**src/rtl/vga_pkg.sv**
```systemverilog
// Shared VGA timing types: per-axis timing struct with 640x480@60 defaults,
// counter widths, sync-window helpers and RGB channel indices.
package vga_pkg;

  typedef struct packed {
    int unsigned active;
    int unsigned fp;
    int unsigned sync;
    int unsigned bp;
  } vga_axis_t;

  // Control bits that travel through the latency-matching delay line.
  typedef struct packed {
    logic valid;
    logic hs;
    logic vs;
  } vga_ctl_t;

  localparam vga_axis_t VGA640_H = '{active: 640, fp: 16, sync: 96, bp: 48};
  localparam vga_axis_t VGA480_V = '{active: 480, fp: 10, sync: 2,  bp: 33};

  function automatic int unsigned axis_total(input vga_axis_t a);
    return a.active + a.fp + a.sync + a.bp;
  endfunction

  function automatic int unsigned sync_start(input vga_axis_t a);
    return a.active + a.fp;
  endfunction

  function automatic int unsigned sync_end(input vga_axis_t a);
    return a.active + a.fp + a.sync;
  endfunction

  localparam int VGA640_HW = $clog2(axis_total(VGA640_H));
  localparam int VGA480_VW = $clog2(axis_total(VGA480_V));

  localparam int CH_R = 2;
  localparam int CH_G = 1;
  localparam int CH_B = 0;

  localparam int MAX_LATENCY = 15;
  localparam int NUM_BARS    = 8;
  localparam int BAR_W       = $clog2(NUM_BARS);

endpackage

```
**src/rtl/vga_delay_line.sv**
```systemverilog
// Enable-gated shift register of parametrised width and depth; DEPTH=0 is a
// plain wire. Stages clear to zero on synchronous active-low reset.
module vga_delay_line #(
  parameter int WIDTH = 1,
  parameter int DEPTH = 1
) (
  input  logic             clk,
  input  logic             rst_n,
  input  logic             en,
  input  logic [WIDTH-1:0] din,
  output logic [WIDTH-1:0] dout
);

  if (DEPTH == 0) begin : g_wire
    logic unused_ctl;
    assign unused_ctl = ^{clk, rst_n, en};
    assign dout = din;
  end else begin : g_sr
    logic [WIDTH-1:0] stage_q [DEPTH];
    logic [WIDTH-1:0] stage_d [DEPTH];

    always_comb begin
      stage_d = stage_q;
      if (en) begin
        stage_d[0] = din;
        for (int i = 1; i < DEPTH; i++) begin
          stage_d[i] = stage_q[i-1];
        end
      end
    end

    always_ff @(posedge clk) begin
      if (!rst_n) begin
        for (int i = 0; i < DEPTH; i++) begin
          stage_q[i] <= '0;
        end
      end else begin
        stage_q <= stage_d;
      end
    end

    assign dout = stage_q[DEPTH-1];
  end

endmodule

```
**src/rtl/vga_timing_pipe.sv**
```systemverilog
// Parametrised VGA timing generator with latency-matched sync/de/rgb outputs.
// Optional colour-bar test pattern is built only when VGA_TESTPAT_EN is defined.
module vga_timing_pipe
  import vga_pkg::*;
#(
  parameter int H_ACTIVE   = int'(VGA640_H.active),
  parameter int H_FP       = int'(VGA640_H.fp),
  parameter int H_SYNC     = int'(VGA640_H.sync),
  parameter int H_BP       = int'(VGA640_H.bp),
  parameter int V_ACTIVE   = int'(VGA480_V.active),
  parameter int V_FP       = int'(VGA480_V.fp),
  parameter int V_SYNC     = int'(VGA480_V.sync),
  parameter int V_BP       = int'(VGA480_V.bp),
  parameter int HSYNC_POL  = 0,
  parameter int VSYNC_POL  = 0,
  parameter int COLOR_BITS = 1,
  parameter int LATENCY    = 1
) (
  input  logic                                          clk,
  input  logic                                          rst_n,
  input  logic                                          pix_en,
  output logic [$clog2(H_ACTIVE+H_FP+H_SYNC+H_BP)-1:0]  req_x,
  output logic [$clog2(V_ACTIVE+V_FP+V_SYNC+V_BP)-1:0]  req_y,
  output logic                                          req_valid,
  input  logic [3*COLOR_BITS-1:0]                       pix_data,
  input  logic                                          test_en,
  output logic [3*COLOR_BITS-1:0]                       rgb,
  output logic                                          hsync,
  output logic                                          vsync,
  output logic                                          de,
  output logic                                          frame_start
);

  localparam vga_axis_t H_CFG = '{active: H_ACTIVE, fp: H_FP, sync: H_SYNC, bp: H_BP};
  localparam vga_axis_t V_CFG = '{active: V_ACTIVE, fp: V_FP, sync: V_SYNC, bp: V_BP};

  localparam int H_TOTAL = int'(axis_total(H_CFG));
  localparam int V_TOTAL = int'(axis_total(V_CFG));
  localparam int HW      = $clog2(H_TOTAL);
  localparam int VW      = $clog2(V_TOTAL);
  localparam int CW      = 3 * COLOR_BITS;

  localparam logic [HW-1:0] H_LAST = HW'(H_TOTAL - 1);
  localparam logic [HW-1:0] H_ACT  = HW'(H_ACTIVE);
  localparam logic [HW-1:0] H_SS   = HW'(sync_start(H_CFG));
  localparam logic [HW-1:0] H_SE   = HW'(sync_end(H_CFG));
  localparam logic [VW-1:0] V_LAST = VW'(V_TOTAL - 1);
  localparam logic [VW-1:0] V_ACT  = VW'(V_ACTIVE);
  localparam logic [VW-1:0] V_SS   = VW'(sync_start(V_CFG));
  localparam logic [VW-1:0] V_SE   = VW'(sync_end(V_CFG));

  localparam logic HS_ASSERT = 1'(HSYNC_POL);
  localparam logic VS_ASSERT = 1'(VSYNC_POL);

  if (LATENCY < 0 || LATENCY > MAX_LATENCY || COLOR_BITS < 1 ||
      H_ACTIVE == 0 || H_FP == 0 || H_SYNC == 0 || H_BP == 0 ||
      V_ACTIVE == 0 || V_FP == 0 || V_SYNC == 0 || V_BP == 0) begin : g_bad_param
    $error("vga_timing_pipe: LATENCY must be 0..15 and all timing parameters nonzero");
  end

  logic [HW-1:0] h_q, h_d;
  logic [VW-1:0] v_q, v_d;
  logic [HW-1:0] req_x_q, req_x_d;
  logic [VW-1:0] req_y_q, req_y_d;
  vga_ctl_t      ctl_q, ctl_d;
  logic          frame_start_q, frame_start_d;
  vga_ctl_t      ctl_tap;

  logic [CW-1:0] rgb_q, rgb_d;
  logic          de_q, de_d;
  logic          hsync_q, hsync_d;
  logic          vsync_q, vsync_d;
  logic [CW-1:0] src_data;

  always_comb begin
    h_d = h_q;
    v_d = v_q;
    if (pix_en) begin
      if (h_q == H_LAST) begin
        h_d = '0;
        v_d = (v_q == V_LAST) ? '0 : v_q + VW'(1);
      end else begin
        h_d = h_q + HW'(1);
      end
    end
  end

  // Request stage: coordinates and raw (active-high) sync registered together.
  always_comb begin
    req_x_d       = req_x_q;
    req_y_d       = req_y_q;
    ctl_d         = ctl_q;
    frame_start_d = 1'b0;
    if (pix_en) begin
      req_x_d       = h_q;
      req_y_d       = v_q;
      ctl_d.valid   = (h_q < H_ACT) && (v_q < V_ACT);
      ctl_d.hs      = (h_q >= H_SS) && (h_q < H_SE);
      ctl_d.vs      = (v_q >= V_SS) && (v_q < V_SE);
      frame_start_d = (h_q == '0) && (v_q == '0);
    end
  end

  vga_delay_line #(
    .WIDTH ($bits(vga_ctl_t)),
    .DEPTH (LATENCY)
  ) u_ctl_dly (
    .clk   (clk),
    .rst_n (rst_n),
    .en    (pix_en),
    .din   (ctl_q),
    .dout  (ctl_tap)
  );

`ifdef VGA_TESTPAT_EN
  logic [BAR_W-1:0] bar_q, bar_d;
  logic [BAR_W-1:0] bar_tap;
  logic [31:0]      bar_full;

  always_comb begin
    bar_full = (32'(h_q) * 32'(NUM_BARS)) / 32'(H_ACTIVE);
    bar_d    = bar_q;
    if (pix_en) begin
      bar_d = bar_full[BAR_W-1:0];
    end
  end

  always_ff @(posedge clk) begin
    if (!rst_n) begin
      bar_q <= '0;
    end else begin
      bar_q <= bar_d;
    end
  end

  vga_delay_line #(
    .WIDTH (BAR_W),
    .DEPTH (LATENCY)
  ) u_bar_dly (
    .clk   (clk),
    .rst_n (rst_n),
    .en    (pix_en),
    .din   (bar_q),
    .dout  (bar_tap)
  );

  always_comb begin
    src_data = pix_data;
    if (test_en) begin
      src_data = {{COLOR_BITS{bar_tap[CH_R]}},
                  {COLOR_BITS{bar_tap[CH_G]}},
                  {COLOR_BITS{bar_tap[CH_B]}}};
    end
  end
`else
  logic unused_test_en;
  assign unused_test_en = test_en;
  assign src_data       = pix_data;
`endif

  always_comb begin
    rgb_d   = rgb_q;
    de_d    = de_q;
    hsync_d = hsync_q;
    vsync_d = vsync_q;
    if (pix_en) begin
      de_d    = ctl_tap.valid;
      rgb_d   = ctl_tap.valid ? src_data : '0;
      hsync_d = ctl_tap.hs ? HS_ASSERT : ~HS_ASSERT;
      vsync_d = ctl_tap.vs ? VS_ASSERT : ~VS_ASSERT;
    end
  end

  always_ff @(posedge clk) begin
    if (!rst_n) begin
      h_q           <= '0;
      v_q           <= '0;
      req_x_q       <= '0;
      req_y_q       <= '0;
      ctl_q         <= '0;
      frame_start_q <= 1'b0;
      rgb_q         <= '0;
      de_q          <= 1'b0;
      hsync_q       <= ~HS_ASSERT;
      vsync_q       <= ~VS_ASSERT;
    end else begin
      h_q           <= h_d;
      v_q           <= v_d;
      req_x_q       <= req_x_d;
      req_y_q       <= req_y_d;
      ctl_q         <= ctl_d;
      frame_start_q <= frame_start_d;
      rgb_q         <= rgb_d;
      de_q          <= de_d;
      hsync_q       <= hsync_d;
      vsync_q       <= vsync_d;
    end
  end

  assign req_x       = req_x_q;
  assign req_y       = req_y_q;
  assign req_valid   = ctl_q.valid;
  assign frame_start = frame_start_q;
  assign rgb         = rgb_q;
  assign de          = de_q;
  assign hsync       = hsync_q;
  assign vsync       = vsync_q;

endmodule
```
**config.mk**
```make
export PLATFORM = sky130hd
export DESIGN_NAME = vga_timing_pipe
export DESIGN_NICKNAME = d
export VERILOG_FILES = /design/src/rtl/vga_pkg.sv /design/src/rtl/vga_delay_line.sv /design/src/rtl/vga_timing_pipe.sv
export SDC_FILE = /design/constraint.sdc
export NUM_CORES = 1
export LEC_CHECK = 0
export BUFFER_PORTS_ARGS = -buffer_cell sky130_fd_sc_hd__clkbuf_2
export CAP_MARGIN = 20
export CELL_PAD_IN_SITES_DETAIL_PLACEMENT = 1
export CELL_PAD_IN_SITES_GLOBAL_PLACEMENT = 2
export CORE_UTILIZATION = 34
export CTS_CLUSTER_SIZE = 28
export DETAILED_ROUTE_END_ITERATION = 8
export GPL_TIMING_DRIVEN = 0
export PLACE_DENSITY_LB_ADDON = 0.1
export SKIP_CTS_REPAIR_TIMING = 1
export SLEW_MARGIN = 30
export SYNTH_ARGS = -nofsm -noshare
export SYNTH_HDL_FRONTEND = slang
export SYNTH_SLANG_ARGS = --single-unit
```
**constraint.sdc**
```tcl
create_clock -name clk -period 1.81 [get_ports clk]
set_input_delay 0.2715 -clock clk [delete_from_list [all_inputs] [get_ports clk]]
set_output_delay 0.2715 -clock clk [all_outputs]
set_load 0.01 [all_outputs]
```
# Yosys cells after proc, flatten, opt, wreduce, memory -nomap -nowiden
# Cells that the tools add are included.
# classes
reduce_logical	8
magnitude_cmp	6
muxes	5
n_eq_ne	2
n_addsub	2
# op_table
op	n
adder 10 x 1 -> 10 bit (second input constant)	2
== test 10 bit (second input constant)	2
logical NOT 10 bit	2
less-than comparator 10 bit (second input constant)	2
less-than comparator 10 x 9 -> 1 bit (second input constant)	2
2-to-1 mux 10 bit	2
greater-or-equal comparator 10 bit (second input constant)	1
greater-or-equal comparator 10 x 9 -> 1 bit (second input constant)	1
logical AND 1 bit	4
AND reduction 2 bit	2
2-to-1 mux 3 bit	1
2-to-1 mux 1 bit	2
# word_totals
inputBits	7
ff_bits	53

# Longest topological paths before layout
# Gate-level depths: netlist of run 1.
# logic_depth
depth_word	2
mapped_depth	6
mapped_depth_nobuf	6

# By module
# A second synthesis of run 1 with hierarchy kept.
# hier_totals
cells_unflattened	243
hier_area_um2	2252.2
# by_module_without_submodules
module	cells_per_inst	area_per_inst_um2	instances	seq_area_each_um2
vga_timing_pipe	234	2143.3	1	1001.0
vga_delay_line	9	108.9	1	60.1

# Least setup slack after synthesis of run 1
# OpenSTA, ideal clock, no wires.
# synth_path
kind	register to register
startpoint	reg h_q[0]
endpoint	reg v_q[6]
synth_period_minus_slack_ns	1.555
path_stages_with_launch	6
arrival_ns	1.483
path_slack_ns	0.255
path_buffers	0
setup_ns	0.072
cell_sequence	dfxtp_1 ha_1 and2_2 nand3_4 or4_1 a21oi_1
# synth_between
elab_chain_len	2
# synth_lines
element	line_no	source
start: declaration	vga_timing_pipe.sv:61	logic [HW-1:0] h_q, h_d;
start signal: assignment	vga_timing_pipe.sv:176	h_q <= '0;
start signal: assignment	vga_timing_pipe.sv:187	h_q <= h_d;
== test 10 bit	vga_timing_pipe.sv:79	if (h_q == H_LAST) begin
AND reduction 2 bit (no line)	--	
end signal: assignment	vga_timing_pipe.sv:188	v_q <= v_d;
end: declaration	vga_timing_pipe.sv:62	logic [VW-1:0] v_q, v_d;
# No other way between the ends.
# A chain may end at the register's enable or synchronous reset.

# Final worst setup path of run 1
# layout_path
startpoint	reg h_q[8]
endpoint	reg v_q[8]
# Same word-level chain as after synthesis.

==> results list, run 1 <==
* Number of instances in the synthesized netlist: approximately 250
- Boundary pin count: 35
* Count of inserted antenna diode cells: 0
* Most frequently used flop master after synthesis: sky130_fd_sc_hd__dfxtp_1
* Crit. Startpoint: h_q[8]
- Area post-placement: 2577 um2
* Final Max Slew Viols: 0
* Total power: approximately 2.0 mW
* Reported max-cap violation count: 0
- R2R Path Start: h_q[8]
- Counting the buffers created by CTS gives 5.
- Initial Util: 0.3594
* CTS H-tree lvls: 2
* Post-synthesis to final-layout area growth: 16.39%
- Leaving out fill and tap cells, the most frequent cell in the layout is sky130_fd_sc_hd__dfxtp_1.
- Worst ir drop on vdd: a little over 300 uV
- STA classifies the critical path endpoint as a register.
- EDFF count, synth: 0
* Clock Latency Late Sink: 0.31 ns
- The number of global-route vias before repair came to 1776.
* Hold_sp: pix_data[0]
* Yosys warns: 0
* Cell area after synthesis: 2321 um2
- The top cell types in the final layout, fill and taps aside, are sky130_fd_sc_hd__dfxtp_1, sky130_fd_sc_hd__nor2_1, sky130_fd_sc_hd__clkbuf_2.
* Final hold violation count: 0
* Part of the cycle the worst path needs: 0.9572
* Yosys reg bits: 53
* Sum of routed wire length over all layers: 5672 um
* Setup TNS after final layout: 0 ns
- Dividing the detail-routed wire length by the instance count gives 15.33 um.
* Arrival time of data at the critical path endpoint: roughly 2 ns
* Final net count: between 300 and 400
- Global-route total usage across every layer: 0.1700
- Number of cell rows: 29
- Worst hold slack across all endpoints: 0.2080 ns
* Share of synthesized registers carrying an async set or reset: 0
- The flow ran to the end, and the final reports show no timing, DRC or antenna violations.
- Global routing finished with a remaining overflow of 0.
- Across the routed clock network, the largest skew measured is 0.005387 ns.
* Yosys cell types: 46
- Synthesis produced a netlist with a net count of between 200 and 300.
- The path class of the tightest hold or removal check is in -> reg.
- Static Leak: 1.109 nW
- The core region is around 6500 um2.
- Unrepaired setup endpoints after global routing: no
- The detail route stage leaves a number of antenna-violating nets equal to 0.
* DRC Markers: 0
* First-pass detailed-route iteration total: 6
* Critical setup path kind: reg -> reg
- Layout filler cell count: 790
- Achievable Freq: 0.5772 GHz
- Die W: approximately 85 um
- Largest net degree at the start of global routing: 15
* Clock Root Buffer: sky130_fd_sc_hd__clkbuf_8
- Critical Path RT: 2.05 ns
* Post-Synthesis Mean Instance Area: a little over 9 um2
- The first global-routing pass estimated 9501 um of wire.
- Detailed placement finished with a half-perimeter wire length of 4048 um.
- The worst setup path is launched from a register.
- Slew at the pin closest to its max-slew limit: just under 0.6 ns
- TritonCTS built the clock tree.
- The die is 84.62 um tall.
- Of the cells placed in the final design, the portion with a size suffix greater than 1 is 0.1980.
* Total Die Area: 7161 um2
* Number of I/O port buffers: 32
- The number of antenna violations at the first check in global routing was 0.
* Initial DRC Count: 74
* Register clock-pin slew on the reported worst setup and hold paths: 0.09 ns
- Clock net sink count: 53
- Final min period: 1.733 ns
* Worst-case headroom to the max-slew limit: 0.6102
- Number of failing setup endpoints in the final timing report: 0
- Routability congestion estimate: approximately 0.75
- Via total after detailed routing: 1909
- The clock passes through at most 2 buffers.
- Along the worst path, the maximum fanout reaches 9.
- Drt via density: around 5.2
- With fillers left out, the area of the finished cells amounts to 2701 um2.
- The share of the Yosys chip area taken by registers is 0.4571.
* Power per standard cell area: 745.9 nW/um2
[per-layer routing]
layer,wire (um),global-route usage,vias to the layer above
met2,2583,0.2557,29
met5,0,0,-
met3,192,0.02753,8
met4,77,0.06471,0
met1,2819,0.2435,915
li1,-,-,957
[power breakdown]
part | internal (mW) | leakage [nW] | switching, mW | total [mW]
logic | 0.0505 | 0.635 | 0.0751 | 0.126
registers | 1.18 | 0.429 | 0.0201 | 1.20
clock network | 0.305 | 0.0443 | 0.382 | 0.686
[cell type report]
cell class	instances	area (um2)	area share
flip-flops and latches	53	1064	0.3937
inverters	7	26.28	0.009727
repair buffers	35	182.7	0.06762
well taps	77	96.34	0.03566
multi-input cells	175	1161	0.4298
plain buffers	16	85.08	0.03150
clock buffers	7	86.33	0.03196
[critical path, cell delays in order, from the launching register on]
cell                      delay [ns]
sky130_fd_sc_hd__dfxtp_1        0.52
sky130_fd_sc_hd__and4b_2        0.34
sky130_fd_sc_hd__nand3_4        0.14
sky130_fd_sc_hd__or4_1          0.52
sky130_fd_sc_hd__a21oi_1        0.15
[per-stage QoR]
stage	utilization	cells	setup WS, ns
floorplan	-	251	0.2553
global placement	0.3991	360	-0.1167
detailed placement	0.3991	360	-0.1409
CTS	0.4124	367	-0.09280
global route	0.4182	370	0.002493
finish	0.4182	370	0.07738
[synthesized netlist by cell type (all sizes together), types with 4 or more instances]
cell    number  area share
clkbuf       9       0.015
nor2        39       0.063
nand2       13       0.021
ha           4       0.022
buf          7       0.022
xor2         5       0.019
nand2b       6       0.016
o21ai        5       0.011
nor3         4      0.0086
inv          6      0.0097
nand3       15       0.038
nand4        5       0.013
and3         7       0.019
mux2i       25        0.11
a21oi       11       0.024
nor4         5       0.020
dfxtp       53        0.46
[registers in the layout, indices dropped and copies added, names as in the netlist, 2 cells and up]
register / count
rgb: 3
ctl_q: 2
v_q: 10
h_q: 10
u_ctl_dly.dout: 3
req_x: 10
req_y: 10
[final timing paths]
check | slack [ns] | end | cells after the start
hold reg to reg | 0.47 | rgb[2] | 2
setup reg to reg | 0.08 | v_q[8] | 4
hold / removal | 0.21 | rgb[0] | 3
setup / recovery | 0.08 | v_q[8] | 4
[logic make-up (layout without fill, tap and decap cells)]
| family | Yosys count | count (layout) | synth area share |
|---|---|---|---|
| flops | 53 | 53 | 0.4571 |
| mux | 25 | 25 | 0.1078 |
| fa+ha+maj | 4 | 4 | 0.02156 |
| simple gates | 110 | 110 | 0.2572 |
| buf+inv | 23 | 65 | 0.04798 |
| xor+xnor | 8 | 8 | 0.03019 |
| compound gates | 28 | 28 | 0.07817 |
Note: power is estimated with default switching activity, not from simulation.
==> inputs of run 2 (changes only) <==
--- a/config.mk
+++ b/config.mk
@@ -18,4 +18,5 @@
 export SLEW_MARGIN = 30
 export SYNTH_ARGS = -nofsm -noshare
 export SYNTH_HDL_FRONTEND = slang
+export SYNTH_HIERARCHICAL = 1
 export SYNTH_SLANG_ARGS = --single-unit
==> results list, run 2 <==
* Most frequent cells after synthesis: sky130_fd_sc_hd__dfxtp_1, sky130_fd_sc_hd__nor2_1, sky130_fd_sc_hd__mux2i_1
- CTS tree: yes
- Slew at the pin closest to its max-slew limit: 0.7663 ns
- Vias in the first global route: 1829
* Register clock-pin slew on the reported worst setup and hold paths: 0.09 ns
- Reported max-cap violation count: 0
- Routability congestion estimate: 0.7189
- Post-layout instance area: 2745 um2
* Unrepaired setup endpoints after global routing: yes
- Violations in the final reports: negative setup slack
* Count of inserted antenna diode cells: 0
* Yosys warns: 6
- Largest net degree at the start of global routing: 16
- The H-tree generated during clock tree synthesis spans 2 levels.
* Cell area after synthesis: between 2000 and 2500 um2
* Power share of the combinational group: 0.055
- Summed over all cells, the static leakage comes to 1.109 nW.
* Leading cell type in the layout, fill and taps excluded: sky130_fd_sc_hd__dfxtp_1
- Remaining global-route overflow: 0
* Critical setup path kind: reg -> reg
* Clock Root Buffer: sky130_fd_sc_hd__clkbuf_8
* Cell Count Post-Placement: 353
* Multi-input combinational cell area: 1131 um2
- Synthesis produced a netlist whose cell count is 243.
* DP Worst Slack: -0.4578 ns
* Drt via density: 5.041
- The routed layout has ~1.9k vias.
- Wires add up to 5438 um.
- Setup violations remaining at the end of the flow were counted as 7.
- Post-synth net total: 254
* Number of cell rows: 29
- The share of total power dissipated in sequential elements is 0.588.
* Floorplan die height: 83.39 um
- Worst hold slack across all endpoints: 0.2258 ns
* Boundary pin count: 35
* HPWL after detailed placement: around 4000 um
- Final min period: 2.020 ns
- Data arrives at the worst endpoint at 2.26 ns.
- Post-synthesis to final-layout area growth: 21.89%
* Achievable Freq: 0.4951 GHz
* Antenna-violating nets left: 0
- Setup WS post-layout: -0.2099 ns
- Power per standard cell area: around 730 nW/um2
- In the final layout, flip-flops and latches occupy 1072 um2.
- Worst-case headroom to the max-slew limit: 0.4892
* Final net count: approximately 300
- P_sw: about 0.45 mW
* Wire per inst: between 10 and 15 um
- After routing, the total negative slack on setup checks comes to -0.7015 ns.
* DRC Markers: 0
- Of the cells placed in the final design, the portion with a size suffix greater than 1 is 0.2491.
- The share of the Yosys chip area taken by registers is 0.4711.
- Library cell with the largest summed area after synthesis: sky130_fd_sc_hd__dfxtp_1
- In this run the deepest clock path goes through 2 buffers.
- Post-Synthesis Mean Instance Area: between 9 and 10 um2
- Dividing the final minimum period by the clock period gives 1.116.
- Between clock sinks in the finished design, the worst skew comes to 0.008282 ns.
- Yosys instantiated no cell more often than sky130_fd_sc_hd__dfxtp_1.
* Antenna violations before repair: 0
- Number of I/O port buffers: 33
- Largest cells by area after synthesis: sky130_fd_sc_hd__dfxtp_1, sky130_fd_sc_hd__mux2i_1, sky130_fd_sc_hd__nor2_1
- Counting flops with a built-in enable in the synthesized netlist gives 0.
- Status: finished with violations
- Critical-path maximum fanout: 7
- Internal Power: 1.566 mW
- The number of max-slew violations in the final report was 0.
- The clock drives 53 sinks.
- The filler cells instantiated in the layout total between 700 and 800.
* Critical Path RT: 2.05 ns
* Yosys cell types: 37
- Of all flip-flops after synthesis, the portion carrying an async set or reset was 0.
- HP Class: in -> reg
* Initial Util: 0.3527
- Counting the buffers created by CTS gives 5.
- The number of hold violations in the final report was 0.
- Die W: 83.39 um
- In this run, synthesis produced a sequential element count of 53.
- The worst setup path is captured at a register.
- Wire length of the first global-routing pass: 9273 um
* Worst ir drop on vdd: 274.9 uV
- Of the post-synthesis cell area, the dominant cell type holds 0.4711.
- The clock reaches the later pin of the worst-skew pair after 0.30 ns.
* Non-filler cells in the finished layout: 370
- In this run the cell area measured after placement is 2531 um2.
- Kind of start point of the critical path: register
- Global-route total usage across every layer: 0.1685
- Of the total power, the clock network draws 0.357.
- Total Die Area: 6953 um2
* Initial DRC Count: between 50 and 60
* Area of the placeable core: around 6400 um2
- The first detailed-routing pass took 4 iterations.
* Most frequently used flop master after synthesis: sky130_fd_sc_hd__dfxtp_1
* Commonest cells after routing, fill and taps aside: sky130_fd_sc_hd__dfxtp_1, sky130_fd_sc_hd__clkbuf_2, sky130_fd_sc_hd__nor2_1
- Sw Share: 0.2237
[run 2: final cells by class]
type,count,area share
Inverter,9,0.01231
Clock buffer,7,0.03510
Multi-Input combinational cell,166,0.4120
Buffer,14,0.02552
Clock inverter,1,0.001823
Sequential cell,53,0.3906
Tap cell,77,0.03510
Timing Repair Buffer,43,0.08751
[run 2: kinds of logic after synthesis]
family,synth area share
buffers and inverters,0.04389
AO/OA/AOI/OAI,0.06611
XOR/XNOR,0.04278
multiplexers,0.1111
flip-flops,0.4711
adder cells (fa/ha/maj),0.02222
AND/OR/NAND/NOR,0.2428
[run 2: power by group through the flow]
stage | sequential [mW] | clock (mW) | combinational, mW
after floorplan | 1.22 | 0 | 0.0647
after global placement | 1.21 | 0 | 0.105
after detailed placement | 1.22 | 0 | 0.106
after CTS | 1.19 | 0.756 | 0.106
after global routing | 1.19 | 0.795 | 0.128
final | 1.19 | 0.720 | 0.112
[run 2: critical path, cell delays in order, from the launching register on]
cell and delay, ns:
sky130_fd_sc_hd__dfxtp_4 0.38, sky130_fd_sc_hd__ha_4 0.16, sky130_fd_sc_hd__nand4bb_4 0.14, sky130_fd_sc_hd__or4_4 0.54, sky130_fd_sc_hd__buf_6 0.15, sky130_fd_sc_hd__or4b_4 0.47
sky130_fd_sc_hd__a21oi_2 0.12
[run 2: routing by layer]
layer,GRT usage,share of wire,up-vias
met1,0.2320,0.51,887
met2,0.2653,0.44,32
li1,-,-,940
met3,0.03082,0.031,6
met4,0.05643,0.011,0
met5,0,0,-
[run 2: worst paths after layout]
path,startpoint,end,slack [ns],depth (start not counted)
worst min register to register,rgb[2],rgb[2],0.47,2
worst max-delay path,h_q[1],v_q[4],-0.21,6
worst max register to register,h_q[1],v_q[4],-0.21,6
worst min-delay path,pix_data[1],rgb[1],0.23,3
[run 2: metrics by stage]
| step | utilization | power [mW] |
|---|---|---|
| after detailed placement | 0.3964 | 1.322 |
| after global routing | 0.4299 | 2.110 |
| after global placement | 0.3964 | 1.320 |
| final | 0.4299 | 2.018 |
| after floorplan | - | 1.280 |
| after CTS | 0.4122 | 2.051 |
